`config.mk`:
```
export PLATFORM = sky130hd
export DESIGN_NAME = icache_refill
export DESIGN_NICKNAME = d
export VERILOG_FILES = /design/src/rtl/icache_refill_pkg.sv /design/src/rtl/icache_refill.sv
export SDC_FILE = /design/constraint.sdc
export NUM_CORES = 1
export LEC_CHECK = 0
export CORE_MARGIN = 5
export CORE_UTILIZATION = 40
export CTS_CLUSTER_SIZE = 10
export DETAILED_ROUTE_END_ITERATION = 16
export PLACE_DENSITY = 0.8
export SETUP_SLACK_MARGIN = 0.15
export SLEW_MARGIN = 20
export SYNTH_ARGS = -nofsm -noshare
export SYNTH_HDL_FRONTEND = slang
export SYNTH_SLANG_ARGS = --single-unit
```
`constraint.sdc`:
```
create_clock -name clk -period 2.6 [get_ports clk]
set_input_delay 0.39 -clock clk [delete_from_list [all_inputs] [get_ports clk]]
set_output_delay 0.39 -clock clk [all_outputs]
set_load 0.02 [all_outputs]
```
`src/rtl/icache_refill_pkg.sv`:
```
// icache_refill_pkg: shared cache geometry, refill FSM encodings and address-field slice positions
package icache_refill_pkg;

    localparam int I_INDEX_WIDTH = 4;
    localparam int I_WO_WIDTH    = 2;

    localparam logic [1:0] S_IDLE = 2'd0;
    localparam logic [1:0] S_REQ  = 2'd1;
    localparam logic [1:0] S_FILL = 2'd2;
    localparam logic [1:0] S_DONE = 2'd3;

    localparam int OFF_LSB = 2;

    function automatic int idx_lsb(input int ow);
        return ow + OFF_LSB;
    endfunction

    function automatic int tag_lsb(input int iw, input int ow);
        return iw + ow + OFF_LSB;
    endfunction

endpackage

```
`src/rtl/icache_refill.sv`:
```
// icache_refill: streams one memory line into a 4-way I-cache data RAM after a miss
// Optional ICACHE_CRIT_WORD_FIRST_EN: critical-word-first request order plus crit_valid/crit_data early restart
module icache_refill
    import icache_refill_pkg::*;
#(
    parameter int DW = 32,
    parameter int AW = 32,
    parameter int IW = I_INDEX_WIDTH,
    parameter int OW = I_WO_WIDTH
) (
    input  logic          clk,
    input  logic          rst_n,
    input  logic          miss_valid,
    output logic          miss_ready,
    input  logic [AW-1:0] miss_addr,
    input  logic [1:0]    miss_way,
    output logic          mem_req_valid,
    input  logic          mem_req_ready,
    output logic [AW-1:0] mem_req_addr,
    input  logic          mem_resp_valid,
    input  logic [DW-1:0] mem_resp_data,
    output logic [IW-1:0] ram_index,
    output logic [1:0]    ram_way,
    output logic [OW-1:0] ram_offset,
    output logic [DW-1:0] ram_din,
    output logic          ram_we,
    output logic          ram_en,
`ifdef ICACHE_CRIT_WORD_FIRST_EN
    output logic          crit_valid,
    output logic [DW-1:0] crit_data,
`endif
    output logic          refill_done
);

    localparam int IL = idx_lsb(OW);
    localparam int TL = tag_lsb(IW, OW);
    localparam int TW = AW - TL;
    localparam logic [OW:0] LAST = (OW+1)'((1 << OW) - 1);

    logic [1:0]    state;
    logic [OW:0]   cnt;
    logic [TW-1:0] tag_q;
    logic [IW-1:0] idx_q;
    logic [1:0]    way_q;
    logic [OW-1:0] off_q;
    logic [DW-1:0] din_q;
    logic          fill_wr;
    logic          unused;

    // A beat is written only while filling; the write path is purely combinational
    always_comb begin
        fill_wr       = (state == S_FILL) && mem_resp_valid;
        miss_ready    = state == S_IDLE;
        mem_req_valid = state == S_REQ;
        refill_done   = state == S_DONE;
        ram_index     = idx_q;
        ram_way       = way_q;
        ram_din       = fill_wr ? mem_resp_data : din_q;
        ram_we        = fill_wr;
        ram_en        = fill_wr;
`ifdef ICACHE_CRIT_WORD_FIRST_EN
        mem_req_addr  = {tag_q, idx_q, off_q, 2'b00};
        ram_offset    = off_q + cnt[OW-1:0];
        crit_valid    = fill_wr && (cnt == '0);
        crit_data     = mem_resp_data;
        unused        = ^miss_addr[1:0];
`else
        mem_req_addr  = {tag_q, idx_q, {OW{1'b0}}, 2'b00};
        ram_offset    = cnt[OW-1:0];
        unused        = ^{miss_addr[1:0], off_q};
`endif
    end

    // Refill sequencing: latch the miss, hold the request, count beats, pulse done
    always_ff @(posedge clk) begin
        if (!rst_n) begin
            state <= S_IDLE;
            cnt   <= '0;
            tag_q <= '0;
            idx_q <= '0;
            way_q <= '0;
            off_q <= '0;
            din_q <= '0;
        end else begin
            case (state)
                S_IDLE: if (miss_valid) begin
                    tag_q <= miss_addr[AW-1:TL];
                    idx_q <= miss_addr[TL-1:IL];
                    off_q <= miss_addr[IL-1:OFF_LSB];
                    way_q <= miss_way;
                    state <= S_REQ;
                end
                S_REQ: if (mem_req_ready) begin
                    cnt   <= '0;
                    state <= S_FILL;
                end
                S_FILL: if (mem_resp_valid) begin
                    cnt   <= cnt + (OW+1)'(1);
                    din_q <= mem_resp_data;
                    if (cnt == LAST) state <= S_DONE;
                end
                default: state <= S_IDLE;
            endcase
        end
    end

endmodule
```
==> Word-level counts from Yosys, hierarchy flattened <==
Cells that the tools add are included.
{ "totals": {"regBits": 67, "in_bits": 71, "output_inout_bits": 77, "elab_cells": 31} }
{ "op_classes": {"n_addsub": 1, "n_eq_ne": 8, "mux": 9, "reduce_logical": 7} }
{ "ops": {"columns": ["operator", "n"], "rows": [
  ["$mux W32", 1],
  ["$mux W2", 4],
  ["$mux W3", 2],
  ["$pmux W2 S3", 1],
  ["$pmux W3 S2", 1],
  ["$eq A2 B2 Y1 const B", 2],
  ["$ne A2 B1 Y1 const B", 2],
  ["$ne A2 B2 Y1 const B", 2],
  ["$reduce_and A2 Y1", 2],
  ["$reduce_and A4 Y1", 1],
  ["$add A3 B1 Y3 const B", 1],
  ["$eq A3 B2 Y1 const B", 1],
  ["$reduce_and A3 Y1", 1],
  ["$eq A2 B1 Y1 const B", 1],
  ["$logic_not A2 Y1", 1],
  ["$reduce_bool A2 Y1", 1],
  ["$logic_and A1 B1 Y1", 1]
]} }

==> Longest topological paths before layout <==
Gate-level depths: netlist (run 1).
{ "logic_depth": {"word_depth": 4, "depth_mapped": 7, "mapped_depth_nobuf": 5} }

==> Least setup slack after synthesis (run 1) <==
No wires, ideal clock.
{ "synth_timing": {"kind": "register -> output", "from": "reg state[0]", "to": "out ram_din[10]", "t_arrival_ns": 1.385, "required_ns": 2.210, "path_slack_ns": 0.825, "stages_incl_launch_ff": 7, "n_path_buf": 2, "cell_sequence": "dfxtp_1 inv_1 ha_1 buf_4 nand2_4 buf_6 mux2_4"} }
{ "synth_via": {"elab_chain_len": 3} }
{ "synth_lines": {"columns": ["element", "line", "rtl"], "rows": [
  ["start, declared", "icache_refill.sv:40", "logic [1:0] state;"],
  ["start signal, assigned", "icache_refill.sv:77", "state <= S_IDLE;"],
  ["start signal, assigned", "icache_refill.sv:91", "state <= S_REQ;"],
  ["start signal, assigned", "icache_refill.sv:95", "state <= S_FILL;"],
  ["$eq A2 B2 Y1", "icache_refill.sv:52", "fill_wr = (state == S_FILL) && mem_resp_valid;"],
  ["$logic_and A1 B1 Y1", "icache_refill.sv:52", null],
  ["$mux W32", "icache_refill.sv:58", "ram_din = fill_wr ? mem_resp_data : din_q;"],
  ["end, declared", "icache_refill.sv:25", "output logic [DW-1:0] ram_din,"]
]} }
Every way passes these cells.

==> Final worst setup path (run 1) <==
{ "layout_timing": {"from": "reg state[0]", "to": "out ram_din[8]"} }
The elaborated chain is that of the path after synthesis.

==> out/metrics.yaml, run 1 <==
vias_per_cell: 4.43
final_common_cell: "clkdlybuf4s50_1"
period_minus_slack_ns: 2.35
diodes: 0
htreeDepth: 3
wl_met1_mm: 2.85
cp_slowest_cell: "dfxtp_4"
core_area_um2: 7180
clock_latency_ns: 0.32
first_iter_violations: 64
path_buf_inv: 3
via_count: 2311
die_h_um: 95.2
clkTransAtPathRegs_ns: 0.07
cts_root_buf: "clkbuf_8"
overflow: 0
grt_pass1_wl_mm: 10.8
track_usage_pct: 15.2
maxCapViolations: 0
first_global_vias: 2274
layout_common_cells: "clkdlybuf4s50_1 (105), nand2_1 (68), dfxtp_1 (66)"
power.density_nw_per_um2: 783
ant_nets: 0
num_rows: 31
finalPower_mw: 3.52
synth_async_sr_flop_share_pct: 0
initial_core_util_pct: 40.5
ys_seq_elements: 67
period_share_pct: 90.4
syn2layout_area_growth_pct: 54.9
yosys_warnings: 0
syn_area_um2: 2900
max_freq_mhz: 426
critical_path_class: "reg -> out"
fin_tns_setup_ns: 0
synth_ff_type: "dfxtp_1"
yosysUniqueCellTypes: 21
avgSynthCellArea_um2: 10.1
hold_class: "reg -> reg"
antenna_found_initial: 0
io_buffers: 139
highest_layer: "met4"
synth-seq-area-share_pct: 46.2
numCtsBuffers: 9
endpoint_kind: "output port"
whs_ns: 0.464
place_hpwl_mm: 5.32
place_congestion: 0.655
crit_path_start_kind: "register"
wl_met2_mm: 3.48
first_pass_iters: 4
yosysTopAreaCellShare_pct: 46.2
status: "finished clean"
arrival_ns: 1.96
grt_max_degree: 49
die_x_um: 95.2
synth_edf_count: 0
cp_max_fo: 8
finalHoldViolations: 0
drive_gt1_share_pct: 13.9
cts_tree: "built"
syn_inst: 287
clock_skew_ns: 0.00685
met3_length_um: 625
rsz0062_at_grt: "no"
p_leak_nw: 2.02
clock-sinks: 67
crit_required_ns: 2.21
clock_path_buffers: 2
route.detailed.drc: 0
drt-total-wl_mm: 7.06
drv_slew: 0
synth_top_area_cell: "dfxtp_1"
critPathTopFamily: "buffers and inverters"
boundaryPins: 148
crit_chain: "inv_1, ha_1, nand2_4, clkbuf_16, mux2_4, dlygate4sd2_1"
setup_viol: 0
dieArea_um2: 9060
nNetsFinal: 498
synth_area_leaders: "dfxtp_1 (46%), mux2_4 (14%), nand2_1 (8.8%)"
cpPeakStageDelay_ns: 0.37
ir_drop_uv: 408
routedWlPerCell_um: 13.5
## layout make-up
cell class / count / area [µm²]
clock inverters: 2 / 12.5
fillers: 596 / 2680
flip-flops and latches: 67 / 1350
repair buffers: 148 / 1460
clock buffers: 12 / 155
well taps: 99 / 124
inverters: 6 / 22.5
multi-input cells: 188 / 1370
## flip-flops by register name (all words and copies together) (netlist names)
name and flops:
tag_q 24, cnt 3, state 2, ram_way 2, din_q 32, ram_index 4
## where the power goes
group,internal [mW],switching (mW)
logic,0.754,0.766
clock network,0.387,0.357
registers,1.18,0.0752
## final timing paths
check / depth (start not counted) / slack (ns) / to / from
max: 6 / 0.25 / ram_din[8] / state[0]$_SDFFE_PN0P_
min: 2 / 0.46 / tag_q[5]$_SDFFE_PN0P_ / tag_q[5]$_SDFFE_PN0P_
max reg2reg: 6 / 1.01 / din_q[29]$_SDFFE_PN0P_ / state[0]$_SDFFE_PN0P_
min reg2reg: 2 / 0.46 / tag_q[5]$_SDFFE_PN0P_ / tag_q[5]$_SDFFE_PN0P_
## worst register-to-register path, cell delays in order (launching register included)
cell     delay (ns)
dfxtp_4        0.37
inv_1          0.06
ha_1           0.24
nand2_4        0.14
buf_4          0.18
mux2_2         0.35
and2_1         0.15
## metrics by stage
stage / util [%] / area, µm² / setup slack, ns / cells
detailed placement: 60.2 / 4320 / 0.0773 / 505
global placement: 60.2 / 4320 / 0.0958 / 505
global route: 62.7 / 4500 / 0.150 / 522
CTS: 62.0 / 4450 / 0.146 / 519
floorplan: - / 2910 / 0.825 / 290
finish: 62.7 / 4500 / 0.251 / 522
## cells in the mapped netlist (2+ instances only)
library cell / instances
a21boi_0: 30
mux2_4: 28
mux2i_1: 5
and2_1: 33
clkbuf_1: 14
buf_6: 3
ha_1: 7
buf_4: 12
nand3b_1: 2
nand2_1: 68
mux2_2: 4
inv_1: 6
dfxtp_1: 67
## timing repair
action | 4_1_cts | 5_1_grt
endpoints found under the setup margin | 32 | 28
hold buffers | 0 | 0
buffers inserted | 0 | 2
gates resized for setup | 33 | 10
gates cloned | 0 | 1
endpoints found under the hold margin | 0 | 0
pin swaps | 0 | 1
## cells by family after synthesis
logic type	share of synthesized area, %
muxes	17.8
other	0.129
DFF	46.2
adders and majority gates	3.02
and+or+nand+nor	17.4
AOI/OAI and AO/OA	8.62
buffers and inverters	6.85
## per-layer routing
metal	track usage (%)	up-vias
met3	5.45	9
met5	0	-
met4	7.69	0
met2	25.1	80
li1	-	1169
met1	17.2	1053
Note: power is estimated with default switching activity, not from simulation.
==> inputs of run 2 (changes only) <==
Settings changed: CORE_UTILIZATION 40 to 43, PLACE_DENSITY 0.8 to 0.86.
==> run 2 against run 1 <==
  * Sequential share of layout area shrank 0.081 points
  * Combinational power is essentially flat
  * Total power increased by 6.5%
  * Global-route usage is 1.6 points higher
  * Die area shrank 6.3%
  * Highest routed layer unchanged
  * Sequential power is essentially flat
==> out/metrics.yaml, run 2 (same netlist as run 1, synthesis figures left out) <==
clkTransAtPathRegs_ns: 0.07  # about the same
io_buffers: 139  # unchanged
overflow: 0  # unchanged
clock_skew_ns: 0.00880  # was 0.00685 ns
arrival_ns: 1.95  # was 1.96 ns
placedCellCount: 488  # was 505
finalPower_mw: 3.75  # was 3.52 mW
place_hpwl_mm: 5.40  # was 5.32 mm
critPathTopFamily: "buffers and inverters"  # unchanged
p_leak_nw: 2.05  # was 2.02 nW
vias_per_cell: 4.60  # was 4.43
nNetsFinal: 497  # was 498
power.density_nw_per_um2: 833  # was 783 nW/µm²
drive_gt1_share_pct: 14.2  # was 13.9%
critical_path_class: "reg -> out"  # unchanged
cp_slowest_cell: "dfxtp_2"  # was dfxtp_4
rsz0062_at_grt: "no"  # unchanged
path_buf_inv: 3  # unchanged
layout_common_cells: "clkdlybuf4s50_1 (105), nand2_1 (68), dfxtp_1 (66)"  # unchanged
crit_chain: "inv_1, ha_1, nand2_4, buf_4, mux2_4, dlygate4sd2_1"  # was inv_1, ha_1, nand2_4, clkbuf_16, mux2_4, dlygate4sd2_1
die_x_um: 92.2  # was 95.2 µm
die_h_um: 92.2  # was 95.2 µm
cpPeakStageDelay_ns: 0.37  # about the same
clock-sinks: 67  # unchanged
cts_setup_buffers: 0  # unchanged
drv_slew: 0  # unchanged
first_pass_iters: 4  # unchanged
first_global_vias: 2371  # was 2,274
cts-hold-fix-buffers: 0  # unchanged
first_iter_violations: 35  # was 64
core_area_um2: 6680  # was 7180 µm²
ir_drop_uv: 475  # was 408 µV
endpoint_kind: "output port"  # unchanged
max_freq_mhz: 427  # was 426 MHz
dieArea_um2: 8490  # was 9060 µm²
cts_tree: "built"  # unchanged
crit_path_start_kind: "register"  # unchanged
largest_register: "din_q"  # unchanged
period_minus_slack_ns: 2.34  # was 2.35 ns
largest_reg_flops: 32  # unchanged
grt_max_degree: 31  # was 49
setup_viol: 0  # unchanged
htreeDepth: 3  # unchanged
boundaryPins: 148  # unchanged
syn2layout_area_growth_pct: 55.0  # was 54.9%
ant_nets: 0  # unchanged
status: "finished clean"  # unchanged
whs_ns: 0.462  # was 0.464 ns
clock_latency_ns: 0.33  # was 0.32 ns
crit_required_ns: 2.21  # about the same
fin_util_pct: 67.3  # was 62.7%
antenna_found_initial: 0  # unchanged
grt_pass1_wl_mm: 11.3  # was 10.8 mm
cp_max_fo: 8  # unchanged
place_congestion: 0.755  # was 0.655
routedWlPerCell_um: 14.1  # was 13.5 µm
final_common_cell: "clkdlybuf4s50_1"  # unchanged
via_count: 2320  # was 2,311
hold_class: "reg -> reg"  # unchanged
numCtsBuffers: 9  # unchanged
num_rows: 30  # was 31
track_usage_pct: 16.8  # was 15.2%
final_cells: 504  # was 522
maxCapViolations: 0  # unchanged
clock_path_buffers: 2  # unchanged
fin_tns_setup_ns: 0  # unchanged
drt-total-wl_mm: 7.10  # was 7.06 mm
rrSetupSlack_ns: 0.99  # was 1.01 ns
cts_root_buf: "clkbuf_8"  # unchanged
diodes: 0  # unchanged
route.detailed.drc: 0  # unchanged
initial_core_util_pct: 43.4  # was 40.5%
period_share_pct: 90.0  # was 90.4%
finalHoldViolations: 0  # unchanged
run 2: worst register-to-register path, delay by kind of cell, from the launching register on:
| kind | cells | cell delay, ns |
|---|---|---|
| compound gates | 1 | 0.45 |
| mux | 1 | 0.24 |
| fa+ha+maj | 1 | 0.24 |
| buf+inv | 2 | 0.24 |
| flops | 1 | 0.37 |
run 2: metrics by stage:
stage	cell area (µm²)	worst slack [ns]
4_1_cts	4500	0.164
5_1_grt	4500	0.150
6_report	4500	0.259
3_5_place_dp	4300	0.105
3_3_place_gp	4300	0.125
2_1_floorplan	2910	0.825
run 2: final cells by class:
class / count / area [µm²]
Clock inverter: 5 / 83.8
Fill cell: 558 / 2180
Tap cell: 80 / 100
Multi-Input combinational cell: 188 / 1370
Inverter: 6 / 22.5
Clock buffer: 11 / 151
Sequential cell: 67 / 1340
Timing Repair Buffer: 147 / 1430
run 2: final timing paths:
path / startpoint / to / cells past startpoint
max: state[0]$_SDFFE_PN0P_ / ram_din[11] / 6
min: ram_way[1]$_SDFFE_PN0P_ / ram_way[1]$_SDFFE_PN0P_ / 2
max reg2reg: state[0]$_SDFFE_PN0P_ / state[0]$_SDFFE_PN0P_ / 5
min reg2reg: ram_way[1]$_SDFFE_PN0P_ / ram_way[1]$_SDFFE_PN0P_ / 2
run 2: timing repair:
item,4_1_cts,5_1_grt
cloned,0,0
endpoints found under the setup margin,32,26
gates resized for setup,33,2
run 2: power breakdown:
| part | total [mW] | switching (mW) | internal, mW | leakage, nW |
|---|---|---|---|---|
| logic | 1.49 | 0.762 | 0.730 | 1.39 |
| registers | 1.26 | 0.0768 | 1.18 | 0.546 |
| clock network | 1.00 | 0.405 | 0.596 | 0.112 |
| total | 3.75 | 1.24 | 2.51 | 2.05 |
run 2: metal layers:
layer	routed length (µm)	GRT usage [%]	up-vias
met5	0	0	-
met4	76	6.31	0
met3	496	5.33	7
met2	3680	30.2	75
met1	2850	18.2	1068
li1	-	-	1170
==> inputs of run 3 (changes only) <==
Settings changed: MAX_ROUTING_LAYER set to met4.
==> run 3 against run 2 <==
  * Global-route usage up 0.46 points
  * Maximum frequency about the same
  * Clock skew is 0.00057 ns lower
  * Sequential cell count is the same
  * Routed wire length hardly changed
  * Die area unchanged
  * Largest cell class unchanged
  * Largest power group unchanged
==> out/metrics.yaml, run 3 (same netlist as run 1, synthesis figures left out) <==
antenna_found_initial: 0  # unchanged
largest_reg_flops: 32  # unchanged
cts_root_buf: "clkbuf_8"  # unchanged
cp_max_fo: 8  # unchanged
period_minus_slack_ns: 2.34  # about the same
core_area_um2: 6680  # unchanged
clock_path_buffers: 2  # unchanged
grt_pass1_wl_mm: 11.3  # about the same
hold_class: "reg -> reg"  # unchanged
period_share_pct: 90.0  # about the same
crit_path_start_kind: "register"  # unchanged
io_buffers: 139  # unchanged
vias_per_cell: 4.61  # was 4.60
nNetsFinal: 497  # unchanged
first_pass_iters: 4  # unchanged
rsz0062_at_grt: "no"  # unchanged
ant_nets: 0  # unchanged
route.detailed.drc: 0  # unchanged
diodes: 0  # unchanged
numCtsBuffers: 9  # unchanged
die_h_um: 92.2  # unchanged
via_count: 2323  # was 2,320
dieArea_um2: 8490  # unchanged
ir_drop_uv: 475  # about the same
endpoint_kind: "output port"  # unchanged
clock_skew_ns: 0.00823  # was 0.00880 ns
p_leak_nw: 2.05  # unchanged
status: "finished clean"  # unchanged
power.density_nw_per_um2: 833  # about the same
fin_tns_setup_ns: 0  # unchanged
htreeDepth: 3  # unchanged
die_x_um: 92.2  # unchanged
routedWlPerCell_um: 14.1  # about the same
drv_slew: 0  # unchanged
num_rows: 30  # unchanged
clock-sinks: 67  # unchanged
grt_max_degree: 31  # unchanged
overflow: 0  # unchanged
track_usage_pct: 17.2  # was 16.8%
place_hpwl_mm: 5.40  # unchanged
maxCapViolations: 0  # unchanged
first_iter_violations: 40  # was 35
clkTransAtPathRegs_ns: 0.07  # about the same
syn2layout_area_growth_pct: 55.0  # unchanged
largest_register: "din_q"  # unchanged
cp_slowest_cell: "dfxtp_2"  # unchanged
layout_common_cells: "clkdlybuf4s50_1 (105), nand2_1 (68), dfxtp_1 (66)"  # unchanged
arrival_ns: 1.95  # about the same
crit_required_ns: 2.21  # about the same
max_freq_mhz: 427  # about the same
boundaryPins: 148  # unchanged
whs_ns: 0.462  # about the same
place_congestion: 0.765  # was 0.755
cpPeakStageDelay_ns: 0.37  # about the same
crit_chain: "inv_1, ha_1, nand2_4, buf_4, mux2_4, dlygate4sd2_1"  # unchanged
clock_latency_ns: 0.33  # about the same
drive_gt1_share_pct: 14.2  # unchanged
drt-total-wl_mm: 7.10  # about the same
critical_path_class: "reg -> out"  # unchanged
setup_viol: 0  # unchanged
finalHoldViolations: 0  # unchanged
finalPower_mw: 3.75  # about the same
initial_core_util_pct: 43.4  # unchanged
final_common_cell: "clkdlybuf4s50_1"  # unchanged
cts_tree: "built"  # unchanged
n_fill_cell: 558  # unchanged
first_global_vias: 2374  # was 2,371
run 3: cell counts in the layout (fill, tap and decap cells not counted):
No cell type changed its count.
run 3: routing by layer:
metal | global-route usage, % | share of wire (%) | wire length [µm] | vias to the layer above
met3 | 4.43 | 6.0 | 428 | 8
li1 | - | - | - | 1170
met2 | 30.2 | 52 | 3660 | 78
met5 | - | 0 | 0 | -
met4 | 6.31 | 1.1 | 80 | 0
met1 | 18.8 | 41 | 2930 | 1067
run 3: power breakdown:
| part | internal, mW | total (mW) | switching [mW] |
|---|---|---|---|
| combinational | 0.730 | 1.49 | 0.764 |
| clock | 0.596 | 0.999 | 0.403 |
| sequential | 1.18 | 1.26 | 0.0770 |
| total | 2.51 | 3.75 | 1.24 |
run 3: final cells by class:
| type | count | area [µm²] | share of cell area [%] |
|---|---|---|---|
| inverter | 6 | 22.5 | 0.501 |
| timing repair buffer | 147 | 1430 | 31.7 |
| clock buffer | 11 | 151 | 3.36 |
| multi-input combinational | 188 | 1370 | 30.5 |
| clock inverter | 5 | 83.8 | 1.86 |
| tap | 80 | 100 | 2.22 |
| sequential | 67 | 1340 | 29.8 |
run 3: path summary, 6_finish.rpt:
path	from	end	slack, ns	cells after the start
worst max-delay path	state[0]$_SDFFE_PN0P_	ram_din[11]	0.26	6
worst max register to register	state[0]$_SDFFE_PN0P_	state[0]$_SDFFE_PN0P_	0.99	5
worst min register to register	ram_way[1]$_SDFFE_PN0P_	ram_way[1]$_SDFFE_PN0P_	0.46	2
worst min-delay path	ram_way[1]$_SDFFE_PN0P_	ram_way[1]$_SDFFE_PN0P_	0.46	2
run 3: metrics by stage:
step | area, µm² | utilization, % | cells | setup slack, ns
global placement | 4300 | 64.3 | 488 | 0.125
global route | 4500 | 67.3 | 504 | 0.150
finish | 4500 | 67.3 | 504 | 0.260
CTS | 4500 | 67.3 | 504 | 0.164
floorplan | 2910 | - | 290 | 0.825
detailed placement | 4300 | 64.3 | 488 | 0.105
run 3: worst max-delay path, delay by kind of cell (launching register included):
family                   cells  cell delay [ns]
multiplexers                 1             0.32
flip-flops                   1             0.37
AND/OR/NAND/NOR              1             0.10
buffers and inverters        3             0.60
adder cells (fa/ha/maj)      1             0.24
run 3: repair_timing:
| item | 4_1_cts | 5_1_grt |
|---|---|---|
| buffers inserted | 0 | 0 |
| hold buffers | 0 | 0 |
| resized for setup | 33 | 2 |
| endpoints found under the setup margin | 32 | 26 |
